[config.mk]
export PLATFORM = sky130hd
export DESIGN_NAME = inst_fetch_stack
export DESIGN_NICKNAME = d
export VERILOG_FILES = /design/src/rtl/inst_fetch_pkg.sv /design/src/rtl/ret_addr_stack.sv /design/src/rtl/inst_fetch_stack.sv
export SDC_FILE = /design/constraint.sdc
export NUM_CORES = 1
export LEC_CHECK = 0
export ABC_AREA = 1
export CAP_MARGIN = 20
export CORE_ASPECT_RATIO = 0.75
export CORE_MARGIN = 3
export CORE_UTILIZATION = 52
export DETAILED_ROUTE_END_ITERATION = 10
export PLACE_DENSITY = 0.86
export SYNTH_ARGS = -nofsm -noshare
export SYNTH_HDL_FRONTEND = slang
export SYNTH_SLANG_ARGS = --single-unit
[constraint.sdc]
create_clock -name Clk -period 2.3 [get_ports Clk]
set_clock_uncertainty 0.1 [all_clocks]
set_input_delay 0.23 -clock Clk [delete_from_list [all_inputs] [get_ports Clk]]
set_output_delay 0.23 -clock Clk [all_outputs]
set_load 0.05 [all_outputs]
[src/rtl/inst_fetch_pkg.sv]
// ---------------------------------------------------------------------------
// inst_fetch_pkg
// Shared types and helper functions for the fetch sequencer and its
// return-address stack.
//   fetchState_t : sequencer states (IDLE, ARMED, RUN, HALTED)
//   pcSel_t      : next-PC source chosen by the priority logic
//   depthWidth() : bits needed to count 0..depth occupied entries
//   indexWidth() : bits needed to address depth storage slots (min 1)
// ---------------------------------------------------------------------------
package inst_fetch_pkg;

    typedef enum logic [1:0] {
        IDLE,
        ARMED,
        RUN,
        HALTED
    } fetchState_t;

    typedef enum logic [2:0] {
        SEL_HOLD,
        SEL_INC,
        SEL_ABS,
        SEL_REL,
        SEL_CALL,
        SEL_RET
    } pcSel_t;

    function automatic int depthWidth(input int depth);
        return $clog2(depth + 1);
    endfunction

    function automatic int indexWidth(input int depth);
        return (depth > 1) ? $clog2(depth) : 1;
    endfunction

endpackage

[src/rtl/ret_addr_stack.sv]
// ---------------------------------------------------------------------------
// ret_addr_stack
// LIFO of DEPTH entries, each WIDTH bits, holding return addresses.
// Ports:
//   clock, reset : rising-edge clock, asynchronous active-high reset (empty)
//   push, din    : write din on top of the stack
//   pop          : discard the top entry
//   clear        : empty the stack (wins over push/pop)
//   top          : current top entry (undefined when empty)
//   depth        : number of occupied entries
//   full, empty  : occupancy flags
// A push while full or a pop while empty is silently dropped; the caller is
// responsible for flagging those as errors.
// ---------------------------------------------------------------------------
module ret_addr_stack
    import inst_fetch_pkg::*;
#(
    parameter int DEPTH = 4,
    parameter int WIDTH = 10
) (
    input  logic                         clock,
    input  logic                         reset,
    input  logic                         push,
    input  logic                         pop,
    input  logic                         clear,
    input  logic [WIDTH-1:0]             din,
    output logic [WIDTH-1:0]             top,
    output logic [$clog2(DEPTH+1)-1:0]   depth,
    output logic                         full,
    output logic                         empty
);

    localparam int DW = depthWidth(DEPTH);
    localparam int IW = indexWidth(DEPTH);

    logic [WIDTH-1:0] mem [DEPTH];
    logic [DW-1:0]    count;
    logic [IW-1:0]    wrIdx;
    logic [IW-1:0]    rdIdx;
    logic             doPush;
    logic             doPop;

    // The count doubles as the write pointer; the entry just below it is
    // the top. Pop wins if both requests arrive together.
    assign full   = (count == DW'(DEPTH));
    assign empty  = (count == '0);
    assign doPop  = pop && !empty && !clear;
    assign doPush = push && !pop && !full && !clear;
    assign wrIdx  = IW'(count);
    assign rdIdx  = IW'(count - DW'(1));
    assign top    = mem[rdIdx];
    assign depth  = count;

    // Occupancy counter: the only stack state that needs a reset, since
    // stale entries above the count are never read.
    always_ff @(posedge clock or posedge reset) begin
        if (reset) begin
            count <= '0;
        end else if (clear) begin
            count <= '0;
        end else if (doPop) begin
            count <= count - DW'(1);
        end else if (doPush) begin
            count <= count + DW'(1);
        end
    end

    // Entry storage, written only on an accepted push.
    always_ff @(posedge clock) begin
        if (doPush) begin
            mem[wrIdx] <= din;
        end
    end

endmodule

[src/rtl/inst_fetch_stack.sv]
// ---------------------------------------------------------------------------
// inst_fetch_stack
// Program counter and fetch sequencer with a hardware return-address stack.
// Ports:
//   Clk, Reset        : rising-edge clock, asynchronous active-high reset
//   Start             : hold/restart; a high-then-low pulse launches execution
//   Stall             : freeze PC, stack and state for the cycle (RUN only)
//   Halt              : end of program, enter HALTED
//   BranchAbs, Target : absolute jump to Target
//   BranchRelEn,
//   ALU_flag          : relative jump by two's-complement Target when flag set
//   Call, Ret         : push PC+1 and jump to Target / pop into ProgCtr
//   ProgCtr           : registered program counter
//   Done              : high while HALTED
//   StackDepth        : occupied return-address entries
//   StackErr          : sticky overflow/underflow flag, cleared by Start
// All outputs come straight from registers; every decision lands on the
// next rising edge.
// ---------------------------------------------------------------------------
module inst_fetch_stack
    import inst_fetch_pkg::*;
#(
    parameter int          PC_W        = 10,
    parameter int          STACK_DEPTH = 4,
    parameter int unsigned RESET_PC    = 0
) (
    input  logic                               Clk,
    input  logic                               Reset,
    input  logic                               Start,
    input  logic                               Stall,
    input  logic                               Halt,
    input  logic                               BranchAbs,
    input  logic                               BranchRelEn,
    input  logic                               ALU_flag,
    input  logic                               Call,
    input  logic                               Ret,
    input  logic [PC_W-1:0]                    Target,
    output logic [PC_W-1:0]                    ProgCtr,
    output logic                               Done,
    output logic [$clog2(STACK_DEPTH+1)-1:0]   StackDepth,
    output logic                               StackErr
);

    fetchState_t     state;
    fetchState_t     nextState;
    pcSel_t          pcSel;
    logic [PC_W-1:0] nextPc;
    logic [PC_W-1:0] pcInc;
    logic [PC_W-1:0] pcRel;
    logic [PC_W-1:0] stackTop;
    logic            stackPush;
    logic            stackPop;
    logic            stackClear;
    logic            stackFull;
    logic            stackEmpty;
    logic            setErr;
    logic            clrErr;

    // Sums wrap naturally at PC_W bits, so a Target of all ones acts as -1.
    assign pcInc = ProgCtr + PC_W'(1);
    assign pcRel = ProgCtr + Target;
    assign Done  = (state == HALTED);

    ret_addr_stack #(
        .DEPTH (STACK_DEPTH),
        .WIDTH (PC_W)
    ) u_stack (
        .clock (Clk),
        .reset (Reset),
        .push  (stackPush),
        .pop   (stackPop),
        .clear (stackClear),
        .din   (pcInc),
        .top   (stackTop),
        .depth (StackDepth),
        .full  (stackFull),
        .empty (stackEmpty)
    );

    // Sequencer and priority decode. Start overrides everything and rearms
    // the machine with a clean stack. In RUN the first matching control wins:
    // Stall, Halt, Ret, Call, BranchAbs, qualified relative branch, increment.
    // A Call on a full stack still jumps but is not recorded; a Ret on an
    // empty stack falls through to the next instruction. Both raise the
    // sticky error.
    always_comb begin
        nextState  = state;
        pcSel      = SEL_HOLD;
        stackPush  = 1'b0;
        stackPop   = 1'b0;
        stackClear = 1'b0;
        setErr     = 1'b0;
        clrErr     = 1'b0;
        if (Start) begin
            nextState  = ARMED;
            stackClear = 1'b1;
            clrErr     = 1'b1;
        end else begin
            case (state)
                IDLE: begin
                    pcSel = SEL_HOLD;
                end
                ARMED: begin
                    nextState = RUN;
                    pcSel     = SEL_INC;
                end
                RUN: begin
                    if (Stall) begin
                        pcSel = SEL_HOLD;
                    end else if (Halt) begin
                        nextState = HALTED;
                    end else if (Ret) begin
                        if (stackEmpty) begin
                            pcSel  = SEL_INC;
                            setErr = 1'b1;
                        end else begin
                            pcSel    = SEL_RET;
                            stackPop = 1'b1;
                        end
                    end else if (Call) begin
                        if (stackFull) begin
                            pcSel  = SEL_ABS;
                            setErr = 1'b1;
                        end else begin
                            pcSel     = SEL_CALL;
                            stackPush = 1'b1;
                        end
                    end else if (BranchAbs) begin
                        pcSel = SEL_ABS;
                    end else if (BranchRelEn && ALU_flag) begin
                        pcSel = SEL_REL;
                    end else begin
                        pcSel = SEL_INC;
                    end
                end
                default: begin
                    pcSel = SEL_HOLD;
                end
            endcase
        end
    end

    // Next-PC multiplexer driven by the decoded select.
    always_comb begin
        nextPc = ProgCtr;
        case (pcSel)
            SEL_INC:  nextPc = pcInc;
            SEL_ABS:  nextPc = Target;
            SEL_REL:  nextPc = pcRel;
            SEL_CALL: nextPc = Target;
            SEL_RET:  nextPc = stackTop;
            default:  nextPc = ProgCtr;
        endcase
    end

    // State, PC and sticky error registers. Clearing on Start takes
    // precedence over any error that might be raised the same cycle.
    always_ff @(posedge Clk or posedge Reset) begin
        if (Reset) begin
            state    <= IDLE;
            ProgCtr  <= PC_W'(RESET_PC);
            StackErr <= 1'b0;
        end else begin
            state   <= nextState;
            ProgCtr <= nextPc;
            if (clrErr) begin
                StackErr <= 1'b0;
            end else if (setErr) begin
                StackErr <= 1'b1;
            end
        end
    end

endmodule

== Yosys cells after proc, flatten, opt, wreduce, memory -nomap -nowiden ==
Memories as Yosys holds them, arrays and structs flattened.
Index checks and enable logic that the tools add are counted.

* Register bits: 16
* Bits in writable memories: 40
* Word-level logic and storage cells: 81
* Memories kept: 1

* Add/sub/neg operators: 4
* Eq/ne operators: 11
* Multiplexer cells: 44
* Reductions and logical operators: 17

{| class="wikitable"
|+ Memories
! name !! words !! width !! rd ports !! clocked after memory_dff !! write ports !! RTL line !! source
|-
| u_stack.mem || 4 || 10 || 1 || 0 || 1 || ret_addr_stack.sv:36 || <nowiki>logic [WIDTH-1:0] mem [DEPTH];</nowiki>
|}

{| class="wikitable"
|+ Operators with widths
! kind !! count
|-
| one-hot mux 10 bit (4 select lines) || 1
|-
| two-way mux 3 bit || 10
|-
| two-way mux 1 bit || 26
|-
| adder 10 x 1 -> 10 bit, second input constant || 1
|-
| adder 10 bit || 1
|-
| two-way mux 2 bit || 5
|-
| equality test 3 bit, second input constant || 3
|-
| equality test 3 x 2 -> 1 bit, second input constant || 2
|-
| logical AND 1 bit || 6
|-
| inequality test 3 bit, second input constant || 2
|-
| one-hot mux 3 bit (2 select lines) || 1
|-
| nonzero test 3 bit || 2
|-
| equality test 2 bit, second input constant || 2
|-
| logical NOT 1 bit || 4
|-
| one-hot mux 2 bit (2 select lines) || 1
|-
| nonzero test 4 bit || 1
|-
| adder 3 x 1 -> 3 bit, second input constant || 1
|-
| equality test 3 x 1 -> 1 bit, second input constant || 1
|-
| logical NOT 3 bit || 1
|-
| AND reduction 3 bit || 1
|-
| subtractor 3 x 1 -> 3 bit, second input constant || 1
|-
| equality test 2 x 1 -> 1 bit, second input constant || 1
|-
| nonzero test 2 bit || 1
|-
| OR reduction 2 bit || 1
|}

== Longest topological paths before layout ==
Gate-level depths: netlist of the first run.

* Word-level depth: 14
* Mapped depth: 17
* Mapped depth without buffers: 14

== By module ==
Synthesis of the first run repeated with hierarchy kept, for this count alone.

* Cell total of the unflattened synthesis: 440
* Area total of the unflattened synthesis: 3,603.5 um2

{| class="wikitable"
|+ By module, submodules not included
! module !! times used !! cells an instance !! area each (um2) !! sequential area each (um2)
|-
| ret_addr_stack || 1 || 150 || 1,816.7 || 1,276.2
|-
| inst_fetch_stack || 1 || 290 || 1,786.7 || 325.3
|}

== Worst setup path before layout of the first run ==
Ideal clock, no wire load.

* Path type: reg-to-reg
* From: reg u_stack.count[0], in the netlist u_stack.depth[0]
* To: mem u_stack.mem[1][0], enable pin
* Library setup time: 0.376 ns
* Data arrival time: 2.366 ns
* Required time: 1.824 ns
* Slack: -0.542 ns
* Stages on the path, launching flop included: 10
* Cells stage by stage: dfrtp_1 -> buf_2 -> clkinv_1 -> buf_2 -> ha_1 -> nand2_1 -> nand2_1 -> nor2_1 -> nand2_4 -> nor2_1

* Cells in the longest elaborated chain, start to end: 13

{| class="wikitable"
|+ RTL lines
! item !! RTL line !! source
|-
| start, declared || ret_addr_stack.sv:37 || <nowiki>logic [DW-1:0] count;</nowiki>
|-
| start signal, assigned || ret_addr_stack.sv:62 || <nowiki>count <= count - DW'(1);</nowiki>
|-
| start signal, assigned || ret_addr_stack.sv:64 || <nowiki>count <= count + DW'(1);</nowiki>
|-
| equality test 3 bit or logical NOT 3 bit (tied branches) || ret_addr_stack.sv:45, ret_addr_stack.sv:46 ||
|-
| two-way mux 1 bit, on equally long branches || inst_fetch_stack.sv:121, inst_fetch_stack.sv:113 ||
|-
| two-way mux 1 bit, on equally long branches || inst_fetch_stack.sv:120, inst_fetch_stack.sv:112 ||
|-
| two-way mux 1 bit, on equally long branches || inst_fetch_stack.sv:112, inst_fetch_stack.sv:110 ||
|-
| two-way mux 1 bit, on equally long branches || inst_fetch_stack.sv:110, inst_fetch_stack.sv:108 ||
|-
| two-way mux 1 bit, on equally long branches || inst_fetch_stack.sv:108, inst_fetch_stack.sv:99 ||
|-
| two-way mux 1 bit, on equally long branches || inst_fetch_stack.sv:99, inst_fetch_stack.sv:94 ||
|-
| two-way mux 1 bit or logical NOT 1 bit (tied branches) || inst_fetch_stack.sv:94, ret_addr_stack.sv:48 ||
|-
| logical AND 1 bit (3 in a row) || ret_addr_stack.sv:48 || <nowiki>assign doPush = push && !pop && !full && !clear;</nowiki>
|-
| two-way mux 1 bit || ret_addr_stack.sv:70 || <nowiki>if (doPush) begin</nowiki>
|-
| two-way mux 1 bit (not written as such) || ret_addr_stack.sv:71 || <nowiki>mem[wrIdx] <= din;</nowiki>
|-
| end, declared || ret_addr_stack.sv:36 ||
|}

Parallel ways exist; a longest one is shown, timed or not.

== Final worst setup path of the first run ==
* From: reg u_stack.count[0], in the netlist u_stack.depth[0]
* To: out StackDepth[0]

{| class="wikitable"
|+ RTL lines
! item !! RTL line !! source
|-
| end, declared || inst_fetch_stack.sv:40 || <nowiki>output logic [$clog2(STACK_DEPTH+1)-1:0] StackDepth,</nowiki>
|}

No word-level cell between the ends.

==> qor.yml, run 1 <==
global_routing:
  grt_usage: 0.223
  first_global_vias: 2865
  grt_max_degree: 29
  gr-total-overflow: 0
  antenna_found_initial: 0
  grt_pass1_wl_um: 13800
cells_and_area:
  final_common_cell: "nand2_1"
  antenna_cells: 0
  final_cell_mix: "nand2_1, nor2_1, inv_1"
  final_area_um2: 4110
  syn_to_final_growth_pct: 17.2
  regArea_um2: 1600
  multi_input_area_um2: 1690
  drive_above_1_share: 0.116
  fill_cells: 537
  nets: 496
place:
  gp_congestion: 0.921
  placed_cell_area_um2: 3990
  place_hpwl_um: 6400
  place_ws_ns: 0.0321
  io_buffer_count: 34
power_and_ir_drop:
  p_leak_nw: 1.78
  power.density_nw_per_um2: 878
  p_sw_w: 0.00155
  sequentialPowerShare: 0.395
  ir_worst_vdd_v: 0.000924
  swShare: 0.431
  combPwrFrac: 0.445
  power_frac_clock: 0.160
  p_int_w: 0.00205
die:
  dieArea_um2: 7770
  core-area_um2: 6410
  io_pins: 35
  die_w_um: 101
  die_h_um: 77.1
  start_util: 0.546
  rows: 25
route:
  routed-via-count: 2992
  drt-pass1-iter-count: 5
  drt_iter0_markers: 200
  wl_per_cell_um: 15.9
  wl_um: 8560
  viasPerCell: 5.55
  drc: 0
  ant_nets: 0
sta:
  finalCritPeriodShare: 0.960
  fmaxAchievable_mhz: 453
  grt_setup_unrepaired: "false"
  setup_viol: 0
  finalHoldViolCount: 0
  slew_headroom: 0.558
  fin_crit_ns: 2.21
  slew_viol_final: 0
  fin_ws_ns: 0.0931
  tightest_slew_ns: 0.662
  fin_setup_tns_ns: 0
clock_network:
  insertion_delay_ns: 0.32
  cts_made_buffers: 5
  cts_tree: "done"
  path_clk_slew_ns: 0.11
  cts_num_sinks: 56
  clockBufferDepth: 2
  cts_root_buffer: "clkbuf_8"
  ctsHtreeMaxLevel: 2
worst_setup_path:
  startpoint: "u_stack.depth[0]$_DFFE_PP0P_"
  rr_worst_depth: 12
  worstReg2RegEnd: "ProgCtr[0]$_DFFE_PP0P_"
  path_cells: "buf_4 -> clkdlybuf4s50_1"
  crit_path_max_incr_delay_ns: 0.87
  path_max_fanout: 28
  cp-end-kind: "primary output"
  r2r_setup_slack_ns: 0.16
  rr_startpoint: "state[0]$_DFFE_PP0P_"
  cp_top_family: "buffers and inverters"
  path_buf_inv: 2
  critPathKind: "flip-flop to primary output"
  required_ns: 1.97
  slowest_stage: "clkdlybuf4s50_1"
  worstPathArrival_ns: 1.88
  start_kind: "flip-flop"
synth:
  synth_cells: 416
  yosysWarnings: 0
  synth_area_um2: 3500
  ys_seq_area_frac: 0.457
  synth_cell_types: 40
  synth_nets: 455
  syn_area_per_cell_um2: 8.42
  ys_seq_elements: 56
run_status:
  status: "finished, final reports clean"
job:
  cap_violations: 0
worst_hold_path:
  hold_class: "primary input to async pin"
## power groups by stage
stage	sequential (W)	clock (W)	combinational [W]
after CTS	0.00141	0.000583	0.00158
after detailed placement	0.00143	0	0.00157
final	0.00142	0.000578	0.00160
after floorplan	0.00166	0	0.000851
after global routing	0.00143	0.000622	0.00176
after global placement	0.00143	0	0.00153
## worst max-delay path by stage
stage,end,cells after the start
2_1_floorplan,ProgCtr[6]$_DFFE_PP0P_,17
3_3_place_gp,ProgCtr[4]$_DFFE_PP0P_,13
3_5_place_dp,ProgCtr[8]$_DFFE_PP0P_,14
4_1_cts,StackDepth[0],2
5_1_grt,StackDepth[0],2
6_report,StackDepth[0],2
## final cells by class
class                      instances  share of cell area
tap                               81              0.0247
multi-input combinational        302               0.411
clock inverter                     3             0.00671
timing repair buffer              44               0.104
sequential                        56               0.390
inverter                          48              0.0457
clock buffer                       5              0.0168
## routing by layer
| metal | vias to the layer above | GRT usage | routed length [µm] |
|---|---|---|---|
| met2 | 123 | 0.345 | 3910 |
| met3 | 10 | 0.0482 | 652 |
| met1 | 1405 | 0.324 | 3910 |
| met5 | - | 0 | 0 |
| li1 | 1454 | - | - |
| met4 | 0 | 0.0458 | 88 |
## worst register-to-register path, delay by kind of cell (launching register included)
kind            cells  cell delay (ns)
simple gates        5             0.65
buf+inv             5             0.49
flops               1             0.40
fa+ha+maj           1             0.33
compound gates      1             0.09
## flip-flops by register name (all words and copies together), names as in the netlist
name / flops
StackErr: 1
u_stack.mem: 40
state: 2
u_stack.depth: 3
ProgCtr: 10
## stage by stage
stage	std cells	power, W	hold slack [ns]	util
global route	539	0.00381	0.262	0.640
floorplan	416	0.00251	0.0437	-
global placement	530	0.00296	0.379	0.622
finish	539	0.00360	0.196	0.640
CTS	538	0.00358	0.221	0.637
detailed placement	530	0.00301	0.388	0.622
## cells by family after synthesis
group,synth area share
and+or+nand+nor,0.286
buffers and inverters,0.0679
DFF,0.457
AOI/OAI and AO/OA,0.0893
adders and majority gates,0.0700
xor gates and xnor gates,0.0300
## synthesized netlist by cell type
master    count  area [µm²]
nand2_1      94         353
nor2_1       52         195
inv_1        43         161
edfxtp_1     40        1200
nand3_1      40         200
o21ai_0      22         110
ha_1         18         225
a21oi_1      17        85.1
dfrtp_1      16         400
xor2_1        8        70.1
nor2_2        7        43.8
buf_2         5        25.0
nand2_2       4        25.0
nand2_4       4        45.0
nand4_1       4        25.0
xnor2_1       4        35.0
clkbuf_1      3        11.3
inv_2         3        11.3
o21ai_1       3        15.0
o22a_1        3        26.3
a21oi_2       2        17.5
nand3_2       2        20.0
nand3b_1      2        15.0
nor2_4        2        22.5
nor3_1        2        10.0
o21a_1        2        15.0
a211oi_1      1        7.51
a21o_1        1        7.51
a31oi_1       1        6.26
buf_4         1        7.51
buf_6         1        11.3
clkinv_1      1        3.75
fa_1          1        20.0
inv_4         1        6.26
nand2_8       1        20.0
nand2b_1      1        6.26
nor2_8        1        20.0
o211ai_1      1        7.51
o221ai_1      1        8.76
o22ai_1       1        6.26
## timing repair
action | 4_1_cts | 5_1_grt
hold buffers | 0 | 0
resized for setup | 0 | 0
buffers inserted | 0 | 1
setup endpoints to repair | 0 | 6
No activity file was read; power rests on OpenSTA's default activity.
==> inputs of run 2 (changes only) <==
MAX_ROUTING_LAYER = met4   (was not set)
==> run 2 against run 1 <==
Net effect: final cell count rose by 0.19%; clock power fell by 3%; die area is the same; sequential cell count stayed put; fmax increased by 1.4%; critical path depth is the same; via count down 1.9%; sequential power barely moved; global-route usage decreased by 0.13 points; hold slack improved by 0.014 ns; total power decreased by 0.90%; count of clock-buffer cells in the layout did not move.
==> qor.yml, run 2 (synthesis results as in run 1) <==
global_routing:
  use_met2: 0.334  # -0.0112
  antenna_found_initial: 0  # unchanged
  gr-total-overflow: 0  # unchanged
  grt_max_degree: 29  # unchanged
  grt_use_met3: 0.0355  # -0.0127
  first_global_vias: 2738  # -4.4%
  top_usage_layer: "met2"
  use_met1: 0.327  # +0.00311
  grt_pass1_wl_um: 13400  # -2.9%
  grt_usage: 0.222  # -0.00135
sta:
  fin_setup_tns_ns: 0  # unchanged
  finalCritPeriodShare: 0.946  # -0.0134
  tightest_slew_ns: 0.674  # +0.0123 ns
  setup_viol: 0  # unchanged
  grt_setup_unrepaired: "false"
  slew_headroom: 0.550  # -0.00821
  fin_crit_ns: 2.18  # -0.0307 ns
  slew_viol_final: 0  # unchanged
  fmaxAchievable_mhz: 460  # +1.4%
  finalHoldViolCount: 0  # unchanged
  holdWs_ns: 0.209  # +0.0135 ns
place:
  io_buffer_count: 34  # unchanged
  gp_congestion: 0.922  # +0.11%
  place_inst: 530  # unchanged
  place_hpwl_um: 6230  # -2.6%
clock_network:
  insertion_delay_ns: 0.31  # about the same
  cts_num_sinks: 56  # unchanged
  cts_setup_buffers: 0  # unchanged
  path_clk_slew_ns: 0.11  # about the same
  ctsHtreeMaxLevel: 2  # unchanged
  post_cts_resized: 0  # unchanged
  cts_tree: "done"
  hold_buffers: 0  # unchanged
  cts_root_buffer: "clkbuf_8"
  clockBufferDepth: 2  # unchanged
  cts_made_buffers: 5  # unchanged
cells_and_area:
  final_cell_mix: "nand2_1, nor2_1, inv_1"
  top_register: "u_stack.mem"
  largest_reg_flops: 40  # unchanged
  antenna_cells: 0  # unchanged
  drive_above_1_share: 0.118  # +0.00193
  syn_to_final_growth_pct: 17.3
  fill_cells: 512  # -4.7%
  final_common_cell: "nand2_1"
  nets: 497  # +0.20%
  final_core_util: 0.641  # +0.000781
  regArea_um2: 1600  # unchanged
  finalNonFillerCells: 540  # +0.19%
  multi_input_area_um2: 1690  # unchanged
worst_setup_path:
  start_kind: "flip-flop"
  worstReg2RegEnd: "ProgCtr[3]$_DFFE_PP0P_"
  critPathKind: "flip-flop to primary output"
  r2r_setup_slack_ns: 0.16  # about the same
  worstPathArrival_ns: 1.85  # -0.03 ns
  path_max_fanout: 28  # unchanged
  rr_startpoint: "state[0]$_DFFE_PP0P_"
  cp-end-kind: "primary output"
  startpoint: "u_stack.depth[0]$_DFFE_PP0P_"
  required_ns: 1.97  # about the same
  rr_worst_depth: 12  # unchanged
worst_hold_path:
  hold_class: "primary input to async pin"
route:
  wl_um: 8350  # -2.5%
  drt-pass1-iter-count: 5  # unchanged
  ant_nets: 0  # unchanged
  routed-via-count: 2935  # -1.9%
  drt_iter0_markers: 209  # +4.5%
  wl_per_cell_um: 15.5  # -2.6%
  drc: 0  # unchanged
  viasPerCell: 5.44  # -2.1%
power_and_ir_drop:
  power.density_nw_per_um2: 869  # -1.0%
  ir_worst_vdd_v: 0.000786  # -15%
  power_w: 0.00357  # -0.90%
  p_leak_nw: 1.78  # +0.24%
die:
  io_pins: 35  # unchanged
  die_h_um: 77.1  # unchanged
  core-area_um2: 6410  # unchanged
  dieArea_um2: 7770  # unchanged
  rows: 25  # unchanged
  start_util: 0.546  # unchanged
  die_w_um: 101  # unchanged
job:
  cap_violations: 0  # unchanged
run_status:
  status: "finished, final reports clean"
-- run 2: changes by cell type in the layout (fill, tap and decap cells not counted) --
| cell | before | now |
|---|---|---|
| buf_4 | 9 | 10 |
| clkinv_4 | 2 | 1 |
| inv_6 | 0 | 2 |
| inv_8 | 1 | 0 |
-- run 2: metal layers --
metal,vias up,routed length (µm),part of all wire
met3,4,512,0.061
met4,0,34,0.0041
met1,1386,3980,0.48
met5,-,0,0
met2,87,3810,0.46
li1,1458,-,-
-- run 2: worst max path at each step --
stage	to	slack [ns]
4_1_cts	ProgCtr[0]$_DFFE_PP0P_	0.05
3_5_place_dp	ProgCtr[4]$_DFFE_PP0P_	0.01
2_1_floorplan	ProgCtr[6]$_DFFE_PP0P_	-0.009
3_3_place_gp	ProgCtr[4]$_DFFE_PP0P_	0.07
6_report	StackDepth[0]	0.12
5_1_grt	ProgCtr[2]$_DFFE_PP0P_	0.02
-- run 2: cell type report --
class | instances | area share
Clock inverter | 3 | 0.00609
Timing Repair Buffer | 45 | 0.106
Inverter | 48 | 0.0457
Multi-Input combinational cell | 302 | 0.411
Clock buffer | 5 | 0.0167
Tap cell | 81 | 0.0247
Sequential cell | 56 | 0.390
-- run 2: metrics by stage --
stage	instance area [µm²]	setup WS (ns)
final	4110	0.124
after CTS	4080	0.0466
after detailed placement	3990	0.0149
after global routing	4110	0.0151
after floorplan	3550	-0.00888
after global placement	3990	0.0679
-- run 2: power breakdown --
| group | leakage, nW | internal (W) | switching, W |
|---|---|---|---|
| registers | 0.576 | 0.00127 | 0.000143 |
| clock network | 0.0452 | 0.000223 | 0.000338 |
| logic | 1.16 | 0.000553 | 0.00104 |
| total | 1.78 | 0.00205 | 0.00152 |
-- run 2: worst max-delay path, stage by stage, from the launching register on --
cell             delay, ns
dfrtp_2               0.40
buf_4                 0.28
clkdlybuf4s50_1       0.86
==> RTL edit (settings of run 2) <==
Set the parameter `PC_W` to 5 (it was 10).
--- a/src/rtl/inst_fetch_stack.sv
+++ b/src/rtl/inst_fetch_stack.sv
@@ -20,7 +20,7 @@
 module inst_fetch_stack
     import inst_fetch_pkg::*;
 #(
-    parameter int          PC_W        = 10,
+    parameter int          PC_W        = 5,
     parameter int          STACK_DEPTH = 4,
     parameter int unsigned RESET_PC    = 0
 ) (
Interface: changed (resized ProgCtr and Target); port bits go from 35 to 25. The function was not compared with the original's and may differ.
==> RTL edit against run 2 <==
- area after synthesis shrank 46%
- power fell by 45%
- sequential share of layout area shrank 2.1 points
- wire length shrank 51%
- first-iteration DRC count is 54% lower
- hold slack worse by 0.061 ns
- setup slack better by 0.036 ns
- cell count down 44%
- sequential cell count fell by 25
- cell area fell by 42%
- sequential power is 45% lower
==> RTL edit: results (changes against run 2) <==
[final_layout]
nets = 283  ; -43%
bufAreaShareNonClock_pct = 13.0  ; +2.4 points
signal_buffers = 33  ; -27%
syn2layout_area_growth_pct = 24.4
fill_cells = 284  ; -45%
drive_gt1_share_pct = 14.5  ; +2.7 points
inv_count = 23  ; -52%
clk_share_pct = 4.74  ; +2.5 points
regArea_sq_um = 877  ; -45%

[critical_path]
crit_family = simple AND/OR/NAND/NOR gates
cp_slowest_cell = dfrtp_1
worst-path-max-fanout = 14  ; -50%
r2r_start = u_stack.depth[1]
setup.worst_path.start = u_stack.depth[1]
worstSetupEndpoint = ProgCtr[4]
worstPathArrival_ns = 2.22  ; +0.37 ns
cpPeakStageDelay_ns = 0.41  ; -0.45 ns

[yosys]
synthAdderAreaFrac_pct = 9.57  ; +2.6 points
syn_avg_cell_area_sq_um = 8.76  ; +4.0%
synth_edf_count = 20  ; -50%
synth_compound_area_share_pct = 9.17  ; +0.25 points
synth-xor-area-share_pct = 3.21  ; +0.21 points
synth_seq_cells = 31  ; -45%
ys_top_cells_by_count = nand2_1 (39), nor2_1 (37), edfxtp_1 (20), nand3_1 (20), inv_1 (19)
seq_area_frac_synth_pct = 45.9  ; +0.16 points
synth_area_leaders = edfxtp_1 (31%), dfrtp_1 (14%), ha_1 (8.5%), nand2_1 (7.7%), nor2_1 (7.3%)
syn_nets = 247  ; -46%
async_flop_share_pct = 35.5  ; +6.9 points

[drt]
dr.pass1.iters = 4  ; -1
vias = 1603  ; -45%
drt-initial-drc-count = 96  ; -54%
post_drt_via_cell_ratio = 5.26  ; -3.3%
routed_wl_um = 4060  ; -51%

[clocking]
clock_latency_ns = 0.29  ; -0.02 ns
cts.clk_slew.worst_paths_ns = 0.07  ; -0.04 ns

[floorplan]
die_w_um = 76.0  ; -25%

[placed_design]
dpl_cell_area_sq_um = 2240  ; -44%
place_ws_ns = 0.178  ; +0.164 ns
dp_cells = 294  ; -45%
io_buffers = 24  ; -29%
dp.final_hpwl_um = 2970  ; -52%

[pwr]
vdd_drop_max_v = 0.000739  ; -6.0%
p_clk_mw = 0.532  ; -5.2%
p_switching_mw = 0.703  ; -54%

[global_routing]
grt_max_degree = 15  ; -48%
grtUsageTotal_pct = 20.5  ; -1.7 points
grt_first_pass_wirelength_um = 6790  ; -49%

[status]
outcome = complete, no violations

[sta]
worst_pin_slew_ns = 0.499  ; -0.175 ns
fmax_ghz = 0.467  ; +1.7%
holdWs_ns = 0.148  ; -0.0615 ns

[RTL edit: repair_timing]
| action | CTS | global route |
|---|---|---|
| setup buffers | 0 | 3 |
| gates resized for setup | 0 | 1 |
| endpoints found under the setup margin | 0 | 3 |
[RTL edit: cell families after synthesis]
| group | count (synthesis) |
|---|---|
| fa+ha+maj | 14 |
| simple gates | 111 |
| buf+inv | 27 |
| compound gates | 28 |
| xor+xnor | 7 |
| flops | 31 |
[RTL edit: worst reg2reg max path, stage by stage, from the launching register on]
cell and delay [ns]:
dfrtp_1 0.41, inv_1 0.11, ha_1 0.25, a21oi_1 0.21, nand3_2 0.18, nand2_4 0.14
nand2_4 0.06, nand2_4 0.15, inv_1 0.10, nor2_1 0.09, nand3_1 0.08, nand2_1 0.09
nand2_1 0.06
[RTL edit: metal layers]
layer  vias up  part of all wire, %  track usage, %
met5         -                    0               -
met4         0                 0.94            7.24
met3         6                  6.4            6.42
met2        46                   47            32.6
met1       751                   46            25.2
li1        800                    -               -
